===== src/rtl/sound_sequencer_pkg.sv =====
// Shared definitions for the sound sequencer: channel codes, CPU address
// codes, FSM state encoding and the helper that builds a "channel at divider
// zero" word for the sound block.
package sound_sequencer_pkg;

  localparam logic [1:0] CH0 = 2'b00;
  localparam logic [1:0] CH3 = 2'b11;

  localparam logic ADDR_NOTE = 1'b0;  // write note latch
  localparam logic ADDR_PUSH = 1'b1;  // write duration, push entry

  localparam int NOTE_W = 16;

  typedef enum logic [2:0] {
    ST_IDLE,
    ST_FETCH,
    ST_ISSUE,
    ST_WAIT,
    ST_RELEASE,
    ST_SILENCE
  } state_t;

  // Divider 0 on a given channel mutes that channel.
  function automatic logic [15:0] chan_zero_word(input logic [1:0] ch);
    return {ch, 14'd0};
  endfunction

endpackage


===== src/rtl/sound_sequencer_if.sv =====
// Bus bundle between the CPU-side master and the sequencer.
//   cpu_wr_en/cpu_addr/cpu_data : CPU write port (addr 0 note, addr 1 push)
//   stop/pause                  : flush+mute request, duration freeze level
//   snd_wr_en/snd_data          : single-word write port to the sound block
//   fifo_count/busy/overflow    : status back to the CPU
interface sound_sequencer_if #(
  parameter int DEPTH = 16
);
  logic                     cpu_wr_en;
  logic                     cpu_addr;
  logic [15:0]              cpu_data;
  logic                     stop;
  logic                     pause;
  logic                     snd_wr_en;
  logic [15:0]              snd_data;
  logic [$clog2(DEPTH):0]   fifo_count;
  logic                     busy;
  logic                     overflow;

  modport master (
    output cpu_wr_en, cpu_addr, cpu_data, stop, pause,
    input  snd_wr_en, snd_data, fifo_count, busy, overflow
  );

  modport slave (
    input  cpu_wr_en, cpu_addr, cpu_data, stop, pause,
    output snd_wr_en, snd_data, fifo_count, busy, overflow
  );
endinterface


===== src/rtl/sound_sequencer_fifo.sv =====
// seq_fifo: synchronous FIFO with registered read data.
//   push/pop   : requests; push when full and pop when empty are ignored
//   clear      : empties the FIFO (wins over push/pop)
//   din/dout   : dout updates on the edge that accepts a pop
//   count/full/empty : occupancy status
module seq_fifo #(
  parameter int WIDTH = 29,
  parameter int DEPTH = 16
) (
  input  logic                     clk,
  input  logic                     rst,
  input  logic                     push,
  input  logic                     pop,
  input  logic                     clear,
  input  logic [WIDTH-1:0]         din,
  output logic [WIDTH-1:0]         dout,
  output logic [$clog2(DEPTH):0]   count,
  output logic                     full,
  output logic                     empty
);
  localparam int AW = $clog2(DEPTH);

  logic [WIDTH-1:0] mem_q [DEPTH];
  logic [WIDTH-1:0] dout_q;
  logic [AW-1:0]    wr_ptr_q, rd_ptr_q;
  logic [AW:0]      count_q;
  logic             do_push, do_pop;

  assign full    = (count_q == (AW+1)'(DEPTH));
  assign empty   = (count_q == '0);
  assign do_push = push && !full && !clear;
  assign do_pop  = pop && !empty && !clear;

  always_ff @(posedge clk) begin
    if (rst || clear) begin
      wr_ptr_q <= '0;
      rd_ptr_q <= '0;
      count_q  <= '0;
    end else begin
      if (do_push) wr_ptr_q <= wr_ptr_q + AW'(1);
      if (do_pop)  rd_ptr_q <= rd_ptr_q + AW'(1);
      count_q <= count_q + (AW+1)'(do_push) - (AW+1)'(do_pop);
    end
  end

  // Storage and read register carry data only, so they are not reset.
  always_ff @(posedge clk) begin
    if (do_push) mem_q[wr_ptr_q] <= din;
    if (do_pop)  dout_q <= mem_q[rd_ptr_q];
  end

  assign dout  = dout_q;
  assign count = count_q;
endmodule


===== src/rtl/sound_sequencer.sv =====
// sound_sequencer: pops timed note commands from a FIFO and drives the
// sound block's write port, holding each note for dur*TICK_DIV cycles and
// optionally muting its channel afterwards. stop flushes and mutes all.
//   clk, rst : clock, synchronous active-high reset
//   bus      : sound_sequencer_if.slave (CPU port, stop/pause, sound port,
//              fifo_count/busy/overflow status)
module sound_sequencer
  import sound_sequencer_pkg::*;
#(
  parameter int DEPTH    = 16,
  parameter int TICK_DIV = 50000,
  parameter int DUR_W    = 12
) (
  input  logic              clk,
  input  logic              rst,
  sound_sequencer_if.slave  bus
);
  localparam int CW       = $clog2(DEPTH) + 1;
  localparam int PW       = (TICK_DIV > 1) ? $clog2(TICK_DIV) : 1;
  localparam int EW       = NOTE_W + 1 + DUR_W;
  localparam int REL_BIT  = DUR_W;
  localparam int NOTE_LSB = DUR_W + 1;
  localparam logic [PW-1:0] PRESC_MAX = PW'(TICK_DIV - 1);

  state_t             state_q;
  logic [NOTE_W-1:0]  note_latch_q;
  logic [1:0]         ch_q;
  logic               rel_q;
  logic [DUR_W-1:0]   rem_q;
  logic [PW-1:0]      presc_q;
  logic [1:0]         sil_q;
  logic               wr_q;
  logic [15:0]        data_q;
  logic               ovf_q;

  logic [EW-1:0]      fifo_din, fifo_dout;
  logic [CW-1:0]      fifo_count;
  logic               fifo_full, fifo_empty, fifo_pop, push_req;

  // Pushes are ignored in the stop cycle and while the mute sequence runs.
  assign push_req = bus.cpu_wr_en && (bus.cpu_addr == ADDR_PUSH) &&
                    !bus.stop && (state_q != ST_SILENCE);
  assign fifo_pop = (state_q == ST_IDLE) && !fifo_empty && !bus.stop;
  assign fifo_din = {note_latch_q, bus.cpu_data[15], bus.cpu_data[DUR_W-1:0]};

  seq_fifo #(.WIDTH(EW), .DEPTH(DEPTH)) u_fifo (
    .clk   (clk),
    .rst   (rst),
    .push  (push_req),
    .pop   (fifo_pop),
    .clear (bus.stop),
    .din   (fifo_din),
    .dout  (fifo_dout),
    .count (fifo_count),
    .full  (fifo_full),
    .empty (fifo_empty)
  );

  // Sound-port outputs are registered: each state sets wr_q/data_q for the
  // cycle the next state occupies, so a write is visible in that state.
  always_ff @(posedge clk) begin
    if (rst) begin
      state_q      <= ST_IDLE;
      note_latch_q <= '0;
      ch_q         <= CH0;
      rel_q        <= 1'b0;
      rem_q        <= '0;
      presc_q      <= '0;
      sil_q        <= CH0;
      wr_q         <= 1'b0;
      data_q       <= '0;
      ovf_q        <= 1'b0;
    end else begin
      wr_q <= 1'b0;
      if (bus.cpu_wr_en && (bus.cpu_addr == ADDR_NOTE))
        note_latch_q <= bus.cpu_data;

      if (bus.stop) begin
        ovf_q   <= 1'b0;
        state_q <= ST_SILENCE;
        sil_q   <= CH0;
        wr_q    <= 1'b1;
        data_q  <= chan_zero_word(CH0);
      end else begin
        // A full FIFO drops the push even if a pop frees a slot this edge.
        if (push_req && fifo_full) ovf_q <= 1'b1;
        case (state_q)
          ST_IDLE: begin
            if (!fifo_empty) state_q <= ST_FETCH;
          end
          ST_FETCH: begin
            ch_q    <= fifo_dout[EW-1 -: 2];
            rel_q   <= fifo_dout[REL_BIT];
            rem_q   <= fifo_dout[DUR_W-1:0];
            wr_q    <= 1'b1;
            data_q  <= fifo_dout[EW-1:NOTE_LSB];
            state_q <= ST_ISSUE;
          end
          ST_ISSUE: begin
            presc_q <= '0;
            if (rem_q != '0) begin
              state_q <= ST_WAIT;
            end else if (rel_q) begin
              wr_q    <= 1'b1;
              data_q  <= chan_zero_word(ch_q);
              state_q <= ST_RELEASE;
            end else begin
              state_q <= ST_IDLE;
            end
          end
          ST_WAIT: begin
            if (!bus.pause) begin
              if (presc_q == PRESC_MAX) begin
                presc_q <= '0;
                rem_q   <= rem_q - DUR_W'(1);
                if (rem_q == DUR_W'(1)) begin
                  if (rel_q) begin
                    wr_q    <= 1'b1;
                    data_q  <= chan_zero_word(ch_q);
                    state_q <= ST_RELEASE;
                  end else begin
                    state_q <= ST_IDLE;
                  end
                end
              end else begin
                presc_q <= presc_q + PW'(1);
              end
            end
          end
          ST_RELEASE: begin
            state_q <= ST_IDLE;
          end
          ST_SILENCE: begin
            if (sil_q == CH3) begin
              state_q <= ST_IDLE;
            end else begin
              sil_q  <= sil_q + 2'd1;
              wr_q   <= 1'b1;
              data_q <= chan_zero_word(sil_q + 2'd1);
            end
          end
          default: state_q <= ST_IDLE;
        endcase
      end
    end
  end

  assign bus.snd_wr_en  = wr_q;
  assign bus.snd_data   = data_q;
  assign bus.fifo_count = fifo_count;
  assign bus.busy       = (state_q != ST_IDLE) || !fifo_empty;
  assign bus.overflow   = ovf_q;
endmodule


===== src/flat_wrapper.sv =====
// flat-port wrapper written by rule: the top's interface ports become plain ports
module sound_sequencer_flat import sound_sequencer_pkg::*;
#(
  parameter int DEPTH    = 16,
  parameter int TICK_DIV = 50000,
  parameter int DUR_W    = 12
)
  (clk, rst, bus_cpu_wr_en, bus_cpu_addr, bus_cpu_data, bus_stop, bus_pause, bus_snd_wr_en, bus_snd_data, bus_fifo_count, bus_busy, bus_overflow);
  sound_sequencer_if #(.DEPTH(DEPTH)) bus_i ();
  input  logic clk;
  input  logic rst;
  input wire logic [$bits(bus_i.cpu_wr_en)-1:0] bus_cpu_wr_en;
  input wire logic [$bits(bus_i.cpu_addr)-1:0] bus_cpu_addr;
  input wire logic [$bits(bus_i.cpu_data)-1:0] bus_cpu_data;
  input wire logic [$bits(bus_i.stop)-1:0] bus_stop;
  input wire logic [$bits(bus_i.pause)-1:0] bus_pause;
  output wire logic [$bits(bus_i.snd_wr_en)-1:0] bus_snd_wr_en;
  output wire logic [$bits(bus_i.snd_data)-1:0] bus_snd_data;
  output wire logic [$bits(bus_i.fifo_count)-1:0] bus_fifo_count;
  output wire logic [$bits(bus_i.busy)-1:0] bus_busy;
  output wire logic [$bits(bus_i.overflow)-1:0] bus_overflow;
  assign bus_i.cpu_wr_en = bus_cpu_wr_en;
  assign bus_i.cpu_addr = bus_cpu_addr;
  assign bus_i.cpu_data = bus_cpu_data;
  assign bus_i.stop = bus_stop;
  assign bus_i.pause = bus_pause;
  assign bus_snd_wr_en = bus_i.snd_wr_en;
  assign bus_snd_data = bus_i.snd_data;
  assign bus_fifo_count = bus_i.fifo_count;
  assign bus_busy = bus_i.busy;
  assign bus_overflow = bus_i.overflow;
  sound_sequencer #(.DEPTH(DEPTH), .TICK_DIV(TICK_DIV), .DUR_W(DUR_W)) u_core (.clk(clk), .rst(rst), .bus(bus_i));
endmodule

===== config.mk =====
export PLATFORM = sky130hd
export DESIGN_NAME = sound_sequencer_flat
export DESIGN_NICKNAME = d
export VERILOG_FILES = /design/src/rtl/sound_sequencer_pkg.sv /design/src/rtl/sound_sequencer_if.sv /design/src/rtl/sound_sequencer_fifo.sv /design/src/rtl/sound_sequencer.sv /design/src/flat_wrapper.sv
export SDC_FILE = /design/constraint.sdc
export NUM_CORES = 1
export LEC_CHECK = 0
export CAP_MARGIN = 10
export CORE_MARGIN = 4
export CORE_UTILIZATION = 54
export DETAILED_ROUTE_END_ITERATION = 6
export GPL_ROUTABILITY_DRIVEN = 0
export PLACE_DENSITY = 0.73
export SYNTH_ARGS = -nofsm -noshare
export SYNTH_HDL_FRONTEND = slang
export SYNTH_SLANG_ARGS = --single-unit

===== constraint.sdc =====
create_clock -name clk -period 5.8 [get_ports clk]
set_input_delay 0.58 -clock clk [delete_from_list [all_inputs] [get_ports clk]]
set_output_delay 0.58 -clock clk [all_outputs]
set_load 0.02 [all_outputs]

==> After elaboration in Yosys (flattened, before gate mapping) <==
Memory sizes are Yosys's and may differ from the RTL's. A register that Yosys moved wholly into a read port is not among the register bits.
Index checks and enable logic that the tools add are counted.
{ "classes": {"reduce_logical": 31, "bitwise": 3, "muxes": 32, "n_eq_ne": 21, "n_addsub": 7} }
{ "ops": {"columns": ["cell", "n"], "rows": [
  ["$mux 16", 8],
  ["$pmux 16 s4", 1],
  ["$pmux 16 s2", 1],
  ["$mux 12", 2],
  ["$mux 3", 8],
  ["$pmux 12 s2", 1],
  ["$add 16x1->16 const B", 1],
  ["$eq 16x16->1 const B", 1],
  ["$pmux 3 s5", 1],
  ["$eq 12x1->1 const B", 1],
  ["$reduce_bool 12->1", 1],
  ["$sub 12x1->12 const B", 1],
  ["$logic_and 1x1->1", 11],
  ["$reduce_and 5->1", 2],
  ["$mux 1", 9],
  ["$ne 3x2->1 const B", 3],
  ["$ne 3x3->1 const B", 3],
  ["$add 4x1->4 const B", 2],
  ["$ne 2x2->1 const B", 4],
  ["$eq 3x2->1 const B", 2],
  ["$ne 2x1->1 const B", 3],
  ["$reduce_and 6->1", 1],
  ["$add 5x1->5", 1],
  ["$eq 5x5->1 const B", 1],
  ["18 further kinds", 25]
]} }
{ "totals": {"mem_count": 1, "elab_cells": 109, "ram_bits": 464, "output_inout_bits": 24, "regBits": 83} }
{ "memory_table": {"columns": ["memory", "depth", "word_bits", "read_ports", "rd_clocked_by_memory_dff", "write_ports", "line", "rtl"], "rows": [
  ["u_core.u_fifo.mem_q", 16, 29, 1, 1, 1, "sound_sequencer_fifo.sv:23", "logic [WIDTH-1:0] mem_q [DEPTH];"]
]} }

==> Logic depth before layout (Yosys ltp) <==
{ "logic_depth": {"ltp_word": 7, "ltp_mapped": 14, "mapped_depth_nobuf": 14} }

==> Cells and area by module <==
Synthesis repeated with hierarchy kept, for this count alone.
{ "unflattened": {"hier_cells": 1261, "hier_area_um2": 22529.1} }
{ "modules_own_cells": {"columns": ["module", "seq_area_each_um2", "instances", "area_each_um2", "cells_each"], "rows": [
  ["seq_fifo", 15064.4, 1, 19143.4, 844],
  ["sound_sequencer", 1401.3, 1, 3385.7, 417]
]} }

==> Least setup slack after synthesis <==
No wires, ideal clock.
{ "synth_path": {"path_type": "reg-to-reg", "startpoint": "reg u_core.u_fifo.count_q[2] (netlist: u_core.u_fifo.count[2])", "endpoint": "reg u_core.u_fifo.count_q[4] (netlist: u_core.u_fifo.count[4])", "path_stages_with_launch": 13, "t_arrival_ns": 5.641, "path_slack_ns": 0.038, "n_path_buf": 0, "synth_period_minus_slack_ns": 5.762, "cell_sequence": "dfxtp_1 > inv_1 > ha_1 > nor4b_1 > nor4b_1 > ha_1 > inv_1 > fa_1 > a21oi_1 > nor2_1 > nor2_1 > xnor2_1 > nor2_1"} }
{ "synth_between": {"elab_chain_cells": 7, "word_cells_on_any_way": 12} }
{ "synth_lines": {"columns": ["item", "line", "rtl"], "rows": [
  ["start, declared", "sound_sequencer_fifo.sv:26", "logic [AW:0] count_q;"],
  ["start signal, assigned", "sound_sequencer_fifo.sv:42", "count_q <= count_q + (AW+1)'(do_push) - (AW+1)'(do_pop);"],
  ["$logic_not 5->1 *", "sound_sequencer_fifo.sv:30", "assign empty = (count_q == '0);"],
  ["$logic_not 1->1 *", "sound_sequencer_fifo.sv:32, sound_sequencer.sv:43", null],
  ["$logic_and 1x1->1 (2 in series)", "sound_sequencer.sv:43", "assign fifo_pop = (state_q == ST_IDLE) && !fifo_empty && !bus.stop;"],
  ["$logic_and 1x1->1 * (2 in series)", "sound_sequencer_fifo.sv:32", "assign do_pop = pop && !empty && !clear;"],
  ["net u_core.u_fifo.do_pop", "sound_sequencer_fifo.sv:27", "logic do_push, do_pop;"],
  ["$sub 5x1->5 *", "sound_sequencer_fifo.sv:42", null]
]} }
Mark *: on every way through the listed nets, which the timed path passes. The rest lies on a longest branch.
A chain may end at the register's enable or synchronous reset.

==> Worst setup path after layout <==
{ "layout_path": {"startpoint": "reg u_core.state_q[1]", "endpoint": "mem u_core.u_fifo.mem_q[14][8], enable pin"} }
{ "layout_between": {"elab_chain_cells": 6} }
{ "layout_lines": {"columns": ["item", "line", "rtl"], "rows": [
  ["start, declared", "sound_sequencer.sv:25", "state_t state_q;"],
  ["start signal, assigned", "sound_sequencer.sv:63", "state_q <= ST_IDLE;"],
  ["start signal, assigned", "sound_sequencer.sv:80", "state_q <= ST_SILENCE;"],
  ["start signal, assigned", "sound_sequencer.sv:89", "if (!fifo_empty) state_q <= ST_FETCH;"],
  ["$ne 3x3->1", "sound_sequencer.sv:42", "!bus.stop && (state_q != ST_SILENCE);"],
  ["$logic_and 1x1->1", "sound_sequencer.sv:42", null],
  ["$logic_and 1x1->1 (2 in series)", "sound_sequencer_fifo.sv:31", "assign do_push = push && !full && !clear;"],
  ["$mux 1", "sound_sequencer_fifo.sv:48", "if (do_push) mem_q[wr_ptr_q] <= din;"],
  ["$mux 1 (not written as such)", "sound_sequencer_fifo.sv:48", null],
  ["end, declared", "sound_sequencer_fifo.sv:23", null]
]} }
No other way between the ends.

==> out/results.txt <==
#FFs+latches synth = 576
# nets final = 1291
Synth cell types = 62
H-tree Lvls = 2
Initial core utilization = 54.8%
Layout Utilization = 61.7%
DR vias/cell = 6.01
Hold-fix buffers at CTS = 0
Hold_ws = 0.457 ns
Detailed placement HPWL = 25900 um
Post-synthesis async set-or-reset flop share = 0%
Layout cells sized above 1 = 22.2%
Num rows = 74
Fillers = 2853
Largest cells by area after synthesis = edfxtp_1, mux4_2, dfxtp_1
# DRC = 0
Area growth syn-to-layout = 12.7%
RSZ-0062 raised after global routing = no
CP Capture Type = flop
Clk buf depth = 3
Fin. Hold Viols = 0
Resize count post-CTS = 0
Worst-margin pin slew = 1.22 ns
Antenna-violating nets left = 0
CTS buffer count = 55
PnR worst setup slack = 2.24 ns
Syn. warnings = 0
Synth Net Count = 1231
Worst Clk Skew = 0.0212 ns
Crit Path Max Fanout = 29
Register share of total power = 54.5%
Die width = 212 um
Final Slew Violations = 0
Sequential share of the synthesized area = 73.3%
Final worst-path cycle share = 61.4%
Global-route wire length before repair = 70000 um
Post-synth EDFFs = 493
Min-Delay Path Class = flop to flop
CTS Sinks = 576
Clk Latency, worst-skew pair = 0.62 ns
CP required = 6.02 ns
Port bufs = 45
Via count = 11000
TNS Setup = 0 ns
Post-Route WL = 45400 um
FF/Latch Area = 0.0165 mm^2
Max_cap viols = 0
Design Power = 8.45 mW
Area leader, netlist = edfxtp_1
Switching pwr = 1.82 mW
Syn_area_per_cell = 18.9 um^2
Initial DRC Count = 1308
Switch share = 21.6%
Max-Slew Margin vs Limit = 18.4%
Pre-CTS setup slack = 1.76 ns
Peak VDD IR = 0.257 mV
Area taken by multi-input logic gates = 0.00580 mm^2
Wirelength per Cell = 24.8 um
Remaining global-route overflow = 0
CTS tree = built
Setup CP Type = flop to flop
CTS root buf = clkbuf_16
Cell Pwr Density = 334 mW/mm^2
Clock share of power = 40.2%
Logic pwr share = 5.3%
Internal power = 6.63 mW
Mapped Cells = 1192
Die area = 0.0449 mm^2
Die height = 212 um
# IOs = 46
Final setup viols = 0
Leak = 7.92 nW
Total GRT Usage = 20.8%
Setup bufs post-CTS = 0
CP arrival = 3.78 ns
Outcome = completed
Router iterations before antenna repair = 5
Worst-path clk slew = 0.06 ns
Fmax = 0.281 GHz
Largest net degree at the start of global routing = 64
Yosys top cell area share = 65.9%
Synthesized cell area = 0.0225 mm^2
Startpoint Class = flop
Antenna violations before repair = 5
Main flop type after synthesis = edfxtp_1
Period minus WS final = 3.56 ns
Vias in the first global route = 11300
Core area = 0.0410 mm^2
-- per-layer routing --
layer | share of wire (%) | wire, um | global-route usage (%)
met5 | 0 | 0 | 0
met4 | 2.1 | 936 | 5.72
met3 | 5.9 | 2670 | 3.25
met2 | 49 | 22100 | 32.8
met1 | 43 | 19700 | 30.9
-- synthesized netlist by cell type, drive strengths merged, types with 3 or more instances --
master,number
nor4bb,5
xor2,7
mux2i,24
edfxtp,493
inv,15
buf,24
nor3,27
xnor2,14
mux4,145
or3,3
nand2,92
o21ai,14
nand3b,4
o31a,5
ha,16
and4,3
nor2b,4
nand3,7
nor4b,3
and2,4
a21oi,44
a211oi,4
nand2b,7
nor2,61
or4,3
a31o,3
nand4,4
and3,4
dfxtp,83
nor4,6
clkbuf,37
-- cell usage in the layout, fill, tap and decap left out, drive strengths merged, types with 5 or more instances in the layout --
| cell type | n |
|---|---|
| nor4bb | 5 |
| clkdlybuf4s50 | 44 |
| nor4 | 6 |
| ha | 16 |
| mux4 | 145 |
| edfxtp | 493 |
| nand3 | 7 |
| o21ai | 14 |
| nand2b | 7 |
| nand2 | 92 |
| xnor2 | 14 |
| mux2i | 24 |
| inv | 18 |
| a21oi | 44 |
| clkbuf | 79 |
| nor3 | 27 |
| clkinv | 17 |
| nor2 | 61 |
| o31a | 5 |
| buf | 20 |
| xor2 | 7 |
| clkinvlp | 5 |
| dfxtp | 83 |
-- state kept, by name (all words and copies together), names as in the netlist --
signal	cells
u_core.u_fifo.dout	29
u_core.state_q	3
u_core.presc_q	16
u_core.u_fifo.wr_ptr_q	4
u_core.u_fifo.rd_ptr_q	4
u_core.bus.overflow	1
u_core.rem_q	12
u_core.note_latch_q	16
u_core.sil_q	2
u_core.rel_q	1
u_core.bus.snd_wr_en	1
u_core.u_fifo.count	5
u_core.ch_q	2
u_core.bus.snd_data	16
u_core.u_fifo.mem_q	464
-- cell type report --
type	count	share of cell area [%]
antenna	1	0.00988
clock buffer	79	5.99
clock inverter	25	0.766
inverter	16	0.237
multi-input combinational	539	22.9
sequential	576	65.1
tap	532	2.63
timing repair buffer	64	2.42
-- worst paths after layout --
check | from | slack, ns | endpoint | depth (start not counted)
setup reg to reg | u_core.state_q[1] | 2.24 | u_core.u_fifo.mem_q[14][8] | 4
setup / recovery | u_core.state_q[1] | 2.24 | u_core.u_fifo.mem_q[14][8] | 4
hold reg to reg | u_core.bus.snd_data[5] | 0.46 | u_core.bus.snd_data[5] | 2
hold / removal | u_core.bus.snd_data[5] | 0.46 | u_core.bus.snd_data[5] | 2
-- critical path, stage by stage, from the launching register on --
cell	delay, ns
dfxtp_1	0.62
and3b_1	0.28
nor4_2	0.81
nand2_1	0.42
nor2_4	1.02
-- through the flow --
stage	cells	cell area [um^2]
after floorplan	1192	22500
after global placement	1727	23600
after detailed placement	1727	23600
after CTS	1831	25300
after global routing	1831	25300
final	1832	25300
-- cell families (layout without fill, tap and decap cells) --
group / after synthesis / count (layout) / synth area share [%]
AO/OA/AOI/OAI: 86 / 86 / 2.46
AND/OR/NAND/NOR: 244 / 244 / 5.30
flip-flops: 576 / 576 / 73.3
other: 0 / 1 / 0
adder cells (fa/ha/maj): 17 / 17 / 0.980
XOR/XNOR: 21 / 21 / 0.819
buffers and inverters: 77 / 184 / 1.46
multiplexers: 171 / 171 / 15.7
-- power groups by stage --
stage / sequential, mW / combinational [mW] / clock, mW
3_3_place_gp: 4.69 / 0.447 / 0
6_report: 4.61 / 0.449 / 3.40
3_5_place_dp: 4.69 / 0.452 / 0
2_1_floorplan: 4.67 / 0.313 / 0
4_1_cts: 4.61 / 0.454 / 3.46
5_1_grt: 4.61 / 0.493 / 3.64
Power figures use the tool's default switching activity.
